### src/rtl/cv32e40p_pkg.sv
// ============================================================================
// Module      : cv32e40p_pkg
// Description : Shared fault-tolerance types and constants for the FT monitor.
// Revision    : 1.0 - initial release
// ============================================================================
`default_nettype none

package cv32e40p_pkg;

    typedef enum logic [1:0] {
        FT_OK         = 2'b00,
        FT_TRANSIENT  = 2'b01,
        FT_PERSISTENT = 2'b10
    } ft_state_e;

    localparam int FT_REC_VALID_BIT = 31;
    localparam int FT_STATE_LSB     = 16;

endpackage

`default_nettype wire

### src/rtl/cv32e40p_ft_err_counter.sv
// ============================================================================
// Module      : cv32e40p_ft_err_counter
// Description : Per-source edge counter, consecutive-cycle run counter, sticky.
// Revision    : 1.0 - initial release
// ============================================================================
`default_nettype none

module cv32e40p_ft_err_counter #(
    parameter int CNT_W       = 8,
    parameter int PERSIST_THR = 16
) (
    input  logic             clk,
    input  logic             rst_n,
    input  logic             clr,
    input  logic             flag,
    output logic [CNT_W-1:0] count,
    output logic             sticky,
    output logic             run_hit
);

    localparam int                RUN_W     = $clog2(PERSIST_THR + 1);
    localparam logic [CNT_W-1:0]  c_CNT_MAX = '1;
    localparam logic [RUN_W-1:0]  c_RUN_THR = RUN_W'(PERSIST_THR);

    logic             r_prev;
    logic [CNT_W-1:0] r_count;
    logic [RUN_W-1:0] r_run;
    logic             r_sticky;

    logic             w_edge;
    logic [CNT_W-1:0] w_count_base;
    logic [CNT_W-1:0] w_count_nxt;
    logic [RUN_W-1:0] w_run_base;
    logic [RUN_W-1:0] w_run_nxt;

    // A clear makes the old state invisible, so a flag high alongside it is a fresh edge.
    assign w_edge       = flag & ~(r_prev & ~clr);
    assign w_count_base = clr ? '0 : r_count;
    assign w_run_base   = clr ? '0 : r_run;

    always_comb begin
        w_count_nxt = w_count_base;
        w_run_nxt   = '0;
        if (w_edge && (w_count_base != c_CNT_MAX)) begin
            w_count_nxt = w_count_base + 1'b1;
        end
        if (flag) begin
            w_run_nxt = (w_run_base == c_RUN_THR) ? w_run_base : w_run_base + 1'b1;
        end
    end

    // Asserted in the cycle whose edge brings the run counter to threshold.
    assign run_hit = flag && (w_run_nxt == c_RUN_THR);
    assign count   = r_count;
    assign sticky  = r_sticky;

    always_ff @(posedge clk) begin
        if (!rst_n) begin
            r_prev   <= 1'b0;
            r_count  <= '0;
            r_run    <= '0;
            r_sticky <= 1'b0;
        end else begin
            r_prev   <= flag;
            r_count  <= w_count_nxt;
            r_run    <= w_run_nxt;
            r_sticky <= (r_sticky & ~clr) | flag;
        end
    end

endmodule

`default_nettype wire

### src/rtl/cv32e40p_ft_error_monitor.sv
// ============================================================================
// Module      : cv32e40p_ft_error_monitor
// Description : TMR voter error collector: per-source counters, fault FSM,
//               first-error record and registered read port.
//               Optional timestamp: define CV32E40P_FT_TIMESTAMP_EN.
// Revision    : 1.0 - initial release
// ============================================================================
`default_nettype none

module cv32e40p_ft_error_monitor
    import cv32e40p_pkg::*;
#(
    parameter int  NSRC        = 4,
    parameter int  CNT_W       = 8,
    parameter int  PERSIST_THR = 16,
    localparam int AW          = $clog2(NSRC + 2)
) (
    input  logic            clk,
    input  logic            rst_n,
    input  logic [NSRC-1:0] error_detected_i,
    input  logic            clear_i,
    input  logic            rd_req_i,
    input  logic [AW-1:0]   rd_addr_i,
    output logic [31:0]     rd_data_o,
    output logic            rd_valid_o,
    output logic            irq_o,
    output logic [1:0]      fault_state_o
);

    logic [CNT_W-1:0] w_count [NSRC];
    logic [NSRC-1:0]  w_sticky;
    logic [NSRC-1:0]  w_run_hit;

    ft_state_e        r_state;
    ft_state_e        w_state_cur;
    ft_state_e        w_state_nxt;
    logic             r_irq;

    logic             r_rec_valid;
    logic [7:0]       r_rec_idx;
    logic [22:0]      r_rec_ts;
    logic [7:0]       w_low_idx;
    logic [22:0]      w_ts;

    logic [31:0]      w_rd_mux;
    logic [31:0]      r_rd_data;
    logic             r_rd_valid;

    generate
        for (genvar i = 0; i < NSRC; i++) begin : g_src
            cv32e40p_ft_err_counter #(
                .CNT_W       (CNT_W),
                .PERSIST_THR (PERSIST_THR)
            ) u_cnt (
                .clk     (clk),
                .rst_n   (rst_n),
                .clr     (clear_i),
                .flag    (error_detected_i[i]),
                .count   (w_count[i]),
                .sticky  (w_sticky[i]),
                .run_hit (w_run_hit[i])
            );
        end
    endgenerate

`ifdef CV32E40P_FT_TIMESTAMP_EN
    logic [31:0] r_cycle;

    always_ff @(posedge clk) begin
        if (!rst_n) begin
            r_cycle <= '0;
        end else begin
            r_cycle <= r_cycle + 32'd1;
        end
    end

    assign w_ts = r_cycle[22:0];
`else
    assign w_ts = '0;
`endif

    // Clear (and the unused encoding) collapse to OK before the transition is evaluated.
    always_comb begin
        w_state_cur = FT_OK;
        if (!clear_i && (r_state == FT_TRANSIENT || r_state == FT_PERSISTENT)) begin
            w_state_cur = r_state;
        end
        w_state_nxt = w_state_cur;
        case (w_state_cur)
            FT_OK:         if (|error_detected_i) w_state_nxt = FT_TRANSIENT;
            FT_TRANSIENT:  if (|w_run_hit) w_state_nxt = FT_PERSISTENT;
            default:       w_state_nxt = w_state_cur;
        endcase
    end

    always_comb begin
        w_low_idx = '0;
        for (int i = NSRC - 1; i >= 0; i--) begin
            if (error_detected_i[i]) w_low_idx = 8'(i);
        end
    end

    always_comb begin
        w_rd_mux = '0;
        for (int i = 0; i < NSRC; i++) begin
            if (rd_addr_i == AW'(i)) w_rd_mux = 32'(w_count[i]);
        end
        if (rd_addr_i == AW'(NSRC)) begin
            w_rd_mux[NSRC-1:0]                   = w_sticky;
            w_rd_mux[FT_STATE_LSB+1:FT_STATE_LSB] = r_state;
        end
        if (rd_addr_i == AW'(NSRC + 1)) begin
            w_rd_mux = {r_rec_valid, r_rec_ts, r_rec_idx};
        end
    end

    always_ff @(posedge clk) begin
        if (!rst_n) begin
            r_state     <= FT_OK;
            r_irq       <= 1'b0;
            r_rec_valid <= 1'b0;
            r_rec_idx   <= '0;
            r_rec_ts    <= '0;
            r_rd_data   <= '0;
            r_rd_valid  <= 1'b0;
        end else begin
            r_state    <= w_state_nxt;
            r_irq      <= (w_state_nxt != w_state_cur);
            r_rd_valid <= rd_req_i;
            if (rd_req_i) begin
                r_rd_data <= w_rd_mux;
            end
            if ((!r_rec_valid || clear_i) && (|error_detected_i)) begin
                r_rec_valid <= 1'b1;
                r_rec_idx   <= w_low_idx;
                r_rec_ts    <= w_ts;
            end else if (clear_i) begin
                r_rec_valid <= 1'b0;
                r_rec_idx   <= '0;
                r_rec_ts    <= '0;
            end
        end
    end

    assign rd_data_o     = r_rd_data;
    assign rd_valid_o    = r_rd_valid;
    assign irq_o         = r_irq;
    assign fault_state_o = r_state;

endmodule

`default_nettype wire

### config.mk
export PLATFORM = sky130hd
export DESIGN_NAME = cv32e40p_ft_error_monitor
export DESIGN_NICKNAME = d
export VERILOG_FILES = /design/src/rtl/cv32e40p_pkg.sv /design/src/rtl/cv32e40p_ft_err_counter.sv /design/src/rtl/cv32e40p_ft_error_monitor.sv
export SDC_FILE = /design/constraint.sdc
export NUM_CORES = 1
export LEC_CHECK = 0
export CELL_PAD_IN_SITES_DETAIL_PLACEMENT = 1
export CELL_PAD_IN_SITES_GLOBAL_PLACEMENT = 2
export CORE_MARGIN = 2
export CORE_UTILIZATION = 31
export CTS_CLUSTER_SIZE = 25
export DETAILED_ROUTE_END_ITERATION = 16
export PLACE_DENSITY = 0.81
export SETUP_SLACK_MARGIN = 0.1
export SLEW_MARGIN = 15
export SYNTH_ARGS = -nofsm -noshare
export SYNTH_HDL_FRONTEND = slang
export SYNTH_HIERARCHICAL = 1
export SYNTH_SLANG_ARGS = --single-unit
### constraint.sdc
create_clock -name clk -period 2.28 [get_ports clk]
set_input_delay 0.456 -clock clk [delete_from_list [all_inputs] [get_ports clk]]
set_output_delay 0.456 -clock clk [all_outputs]
set_load 0.01 [all_outputs]
==> impl_metrics.toml, run 1 <==
[timing]
setup_repair_after_global_routing_missed_its_margin = "yes"
finClkSkew_ns = 0.00530
finalSetupViolations = 0
hold-worst-slack_ns = 0.474
finalWorstPathRequiredPeriod_ns = 2.11
max_clock_freq_ghz = 0.474
timing.final.max_slew_violations = 0
final-hold-violation-count = 0
post-route-period-util_pct = 92.5

[floorplan]
floorplan.die.width_um = 125
pin_count = 47
initial_utilization_pct = 31.6
fp.dieArea_mm2 = 0.0157
rows = 44
fp.dieH_um = 125
core-area_mm2 = 0.0144

[synth]
post-synth-top-count-cell = "sky130_fd_sc_hd__dfxtp_1"
async_set_or_reset_register_ratio_after_synthesis_pct = 0
post_synth.cell_area_avg_um2 = 8.21
yosys.cell_types.count = 50
yosys_most_used_dff = "sky130_fd_sc_hd__dfxtp_1"
synthDominantCellAreaShare_pct = 34.3
synthCells = 555
yosys.area.top_type = "sky130_fd_sc_hd__dfxtp_1"
area_contributors_post_synth = "sky130_fd_sc_hd__dfxtp_1 (34%), sky130_fd_sc_hd__a21oi_1 (4.3%), sky130_fd_sc_hd__buf_4 (4.1%), sky130_fd_sc_hd__nand2_1 (4.0%), sky130_fd_sc_hd__nand3_1 (3.6%)"
netlist_area_mm2 = 0.00456
synth-seq-cells = 78
synth.yosys.seq_area_share_pct = 34.3
yosysWarnings = 6
synth.cells.most_frequent = "sky130_fd_sc_hd__dfxtp_1 (78), sky130_fd_sc_hd__nand2_1 (48), sky130_fd_sc_hd__a21oi_1 (39), sky130_fd_sc_hd__nor2_1 (35), sky130_fd_sc_hd__nand3_1 (33)"
synth_enable_flop_cells = 0

[grt]
grt_overflow = 0
grt_pass1_wl_mm = 23.0
grt_util_all_layers_pct = 18.1
initial_antenna_violation_count = 0
vias_in_the_first_global_route = 4514
grt_max_degree = 27

[routing]
routed_wire_length_per_instance_um = 17.6
drtIter0Drc = 270
drt-total-wl_mm = 14.2
num_vias = 4328
drc_errors = 0
antenna_left = 0
detail_route.vias_per_cell = 5.35
drt_first_pass_iters = 4

[cells_and_area]
fillers = 1704
areaGrowthSynthToFinish_pct = 29.1
register_area_mm2 = 0.00157
area_taken_by_multi_input_logic_gates_mm2 = 0.00293
nNetsFinal = 643
drive_above_1_share_pct = 22.4
antenna_cells_inserted = 0
postLayoutCellArea_mm2 = 0.00588

[setup_path]
critical_path_s_most_frequent_cell = "sky130_fd_sc_hd__buf_4"
timing.rr.start = "g_src[0].u_cnt/r_run[1]$_SDFF_PN0_"
slack_of_the_worst_reg_to_reg_path_ns = 0.19
worstPathMaxFanout = 7
critical_path.cell_chain = "buf_6 > buf_12 > nor2b_4 > buf_4 > ha_4 > buf_4 > inv_1 > a21oi_2 > o221ai_2 > and3_4 > nor4_4 > nor2_1 > mux2i_1 > nor3_1"
worst_setup_path_start_kind = "primary input"
critPathArrivalTime_ns = 2.33
ff_to_ff_end = "fault_state_o[1]$_SDFF_PN0_"
timing_worst_setup_path_type = "primary input to flop"
critPathLaunch = "clear_i"
cpMaxStageDelayCell = "sky130_fd_sc_hd__nor4_4"
cp_slowest_stage_delay_ns = 0.30
timing.critical_path.to_type = "flop"
rr_worst_depth = 12
required_time_reported_for_the_critical_path_endpoint_ns = 2.50

[worst_hold_path]
min_to = "r_rec_idx[0]$_SDFFE_PN0P_"
hp-class = "flop to flop"
startpoint_of_the_most_critical_hold_path = "r_rec_idx[0]$_SDFFE_PN0P_"
worst_hold_path.num_cells = 2

[clock_network]
clkLatencyLatePin_ns = 0.35
hold_buf_cts = 0
cts.path.max_buffers = 2
cts.clk_slew.worst_paths_ns = 0.06
htreeDepth = 3
cts-buffers-inserted = 9
clock_sink_count = 78
cts-root-buf = "sky130_fd_sc_hd__clkbuf_16"
cts_tree = "built"

[power_and_ir_drop]
worst_ir_drop_vdd_v = 0.000404
power_density_mw_per_mm2 = 581
leakage_power_nw = 2.10

[placed_design]
post-dp-hpwl_mm = 10.4
gp_congestion = 0.861
placement.cell_area_mm2 = 0.00525
io_buffers = 25

[status]
run_status = "completed"

[run]
drv.max_cap_violation_count = 0
flip-flops by register name (all words and copies together) (netlist names), 2 cells and up:
register / cells
fault_state_o: 2
r_rec_idx: 2
g_src.u_cnt/r_run: 20
rd_data_o: 11
g_src.u_cnt/sticky: 4
g_src.u_cnt/count: 32
g_src.u_cnt/r_prev: 4
timing repair:
action,CTS,global route
pin swaps,1,14
setup endpoints to repair,3,3
resized for setup,9,49
cloned,0,1
buffers inserted,0,5
critical path: cells and delay by family:
family / cells / cell delay (ns)
AO/OA/AOI/OAI: 2 / 0.25
multiplexers: 1 / 0.14
AND/OR/NAND/NOR: 5 / 0.77
adder cells (fa/ha/maj): 1 / 0.14
buffers and inverters: 5 / 0.56
power breakdown:
part | switching, mW | internal, mW | leakage [nW] | total [mW]
clock network | 0.583 | 1.05 | 0.166 | 1.63
registers | 0.0319 | 1.40 | 0.638 | 1.43
logic | 0.204 | 0.154 | 1.29 | 0.358
cell usage in the layout, fill, tap and decap left out, types with 10 or more instances in the layout:
cell / Yosys / final
sky130_fd_sc_hd__nor2b_1: 25 / 21
sky130_fd_sc_hd__nand3_1: 33 / 30
sky130_fd_sc_hd__a21oi_1: 39 / 31
sky130_fd_sc_hd__o21ai_0: 31 / 29
sky130_fd_sc_hd__nor2_1: 35 / 35
sky130_fd_sc_hd__nor3_1: 11 / 11
sky130_fd_sc_hd__nand2b_1: 14 / 14
sky130_fd_sc_hd__buf_4: 25 / 45
sky130_fd_sc_hd__clkdlybuf4s50_1: 0 / 23
sky130_fd_sc_hd__conb_1: 1 / 21
sky130_fd_sc_hd__clkbuf_16: 0 / 10
sky130_fd_sc_hd__nand2_1: 48 / 44
sky130_fd_sc_hd__inv_1: 30 / 28
sky130_fd_sc_hd__dfxtp_1: 78 / 71
logic make-up after synthesis:
family	Yosys count	synth area share, %
other	1	0.0823
DFF	78	34.3
adders and majority gates	12	3.29
buffers and inverters	74	8.73
and+or+nand+nor	234	28.3
xor gates and xnor gates	12	2.31
AOI/OAI and AO/OA	135	20.4
muxes	9	2.64
through the flow:
step / worst slack [ns] / setup TNS, ns / total power [mW] / instances / utilization [%]
6_report: 0.171 / 0 / 3.42 / 809 / 40.8
5_1_grt: 0.0549 / 0 / 3.55 / 809 / 40.8
4_1_cts: 0.107 / 0 / 3.44 / 803 / 39.0
3_5_place_dp: -0.411 / -1.28 / 1.79 / 787 / 36.4
3_3_place_gp: -0.196 / -0.539 / 1.78 / 787 / 36.4
2_1_floorplan: 0.102 / 0 / 1.67 / 575 / -
final cells by class:
class,count,area share [%]
Clock inverter,3,1.11
Clock buffer,13,4.59
Tap cell,184,3.91
Multi-Input combinational cell,423,49.9
Timing Repair Buffer,74,11.4
Inverter,34,2.47
Sequential cell,78,26.7
worst max-delay path by stage:
stage,end,slack [ns],depth (start not counted)
after floorplan,fault_state_o[1]$_SDFF_PN0_,0.10,13
after global placement,fault_state_o[1]$_SDFF_PN0_,-0.20,12
after detailed placement,fault_state_o[0]$_SDFF_PN0_,-0.41,12
after CTS,fault_state_o[1]$_SDFF_PN0_,0.11,11
after global routing,fault_state_o[1]$_SDFF_PN0_,0.05,11
final,fault_state_o[1]$_SDFF_PN0_,0.17,14
per-layer routing:
layer  vias to the layer above  wire length [um]  global-route usage [%]
li1                       2087                 -                       -
met1                      2146              6330                    21.6
met2                        68              7110                    32.0
met3                        27               425                    3.98
met4                         0               369                    6.41
met5                         -                 0                       0
Power figures use the tool's default switching activity.
==> inputs of run 2 (changes only) <==
SLEW_MARGIN = 20   (was 15)
==> results of run 2 <==
Final layout, timing and power as in run 1 (identical DEF).
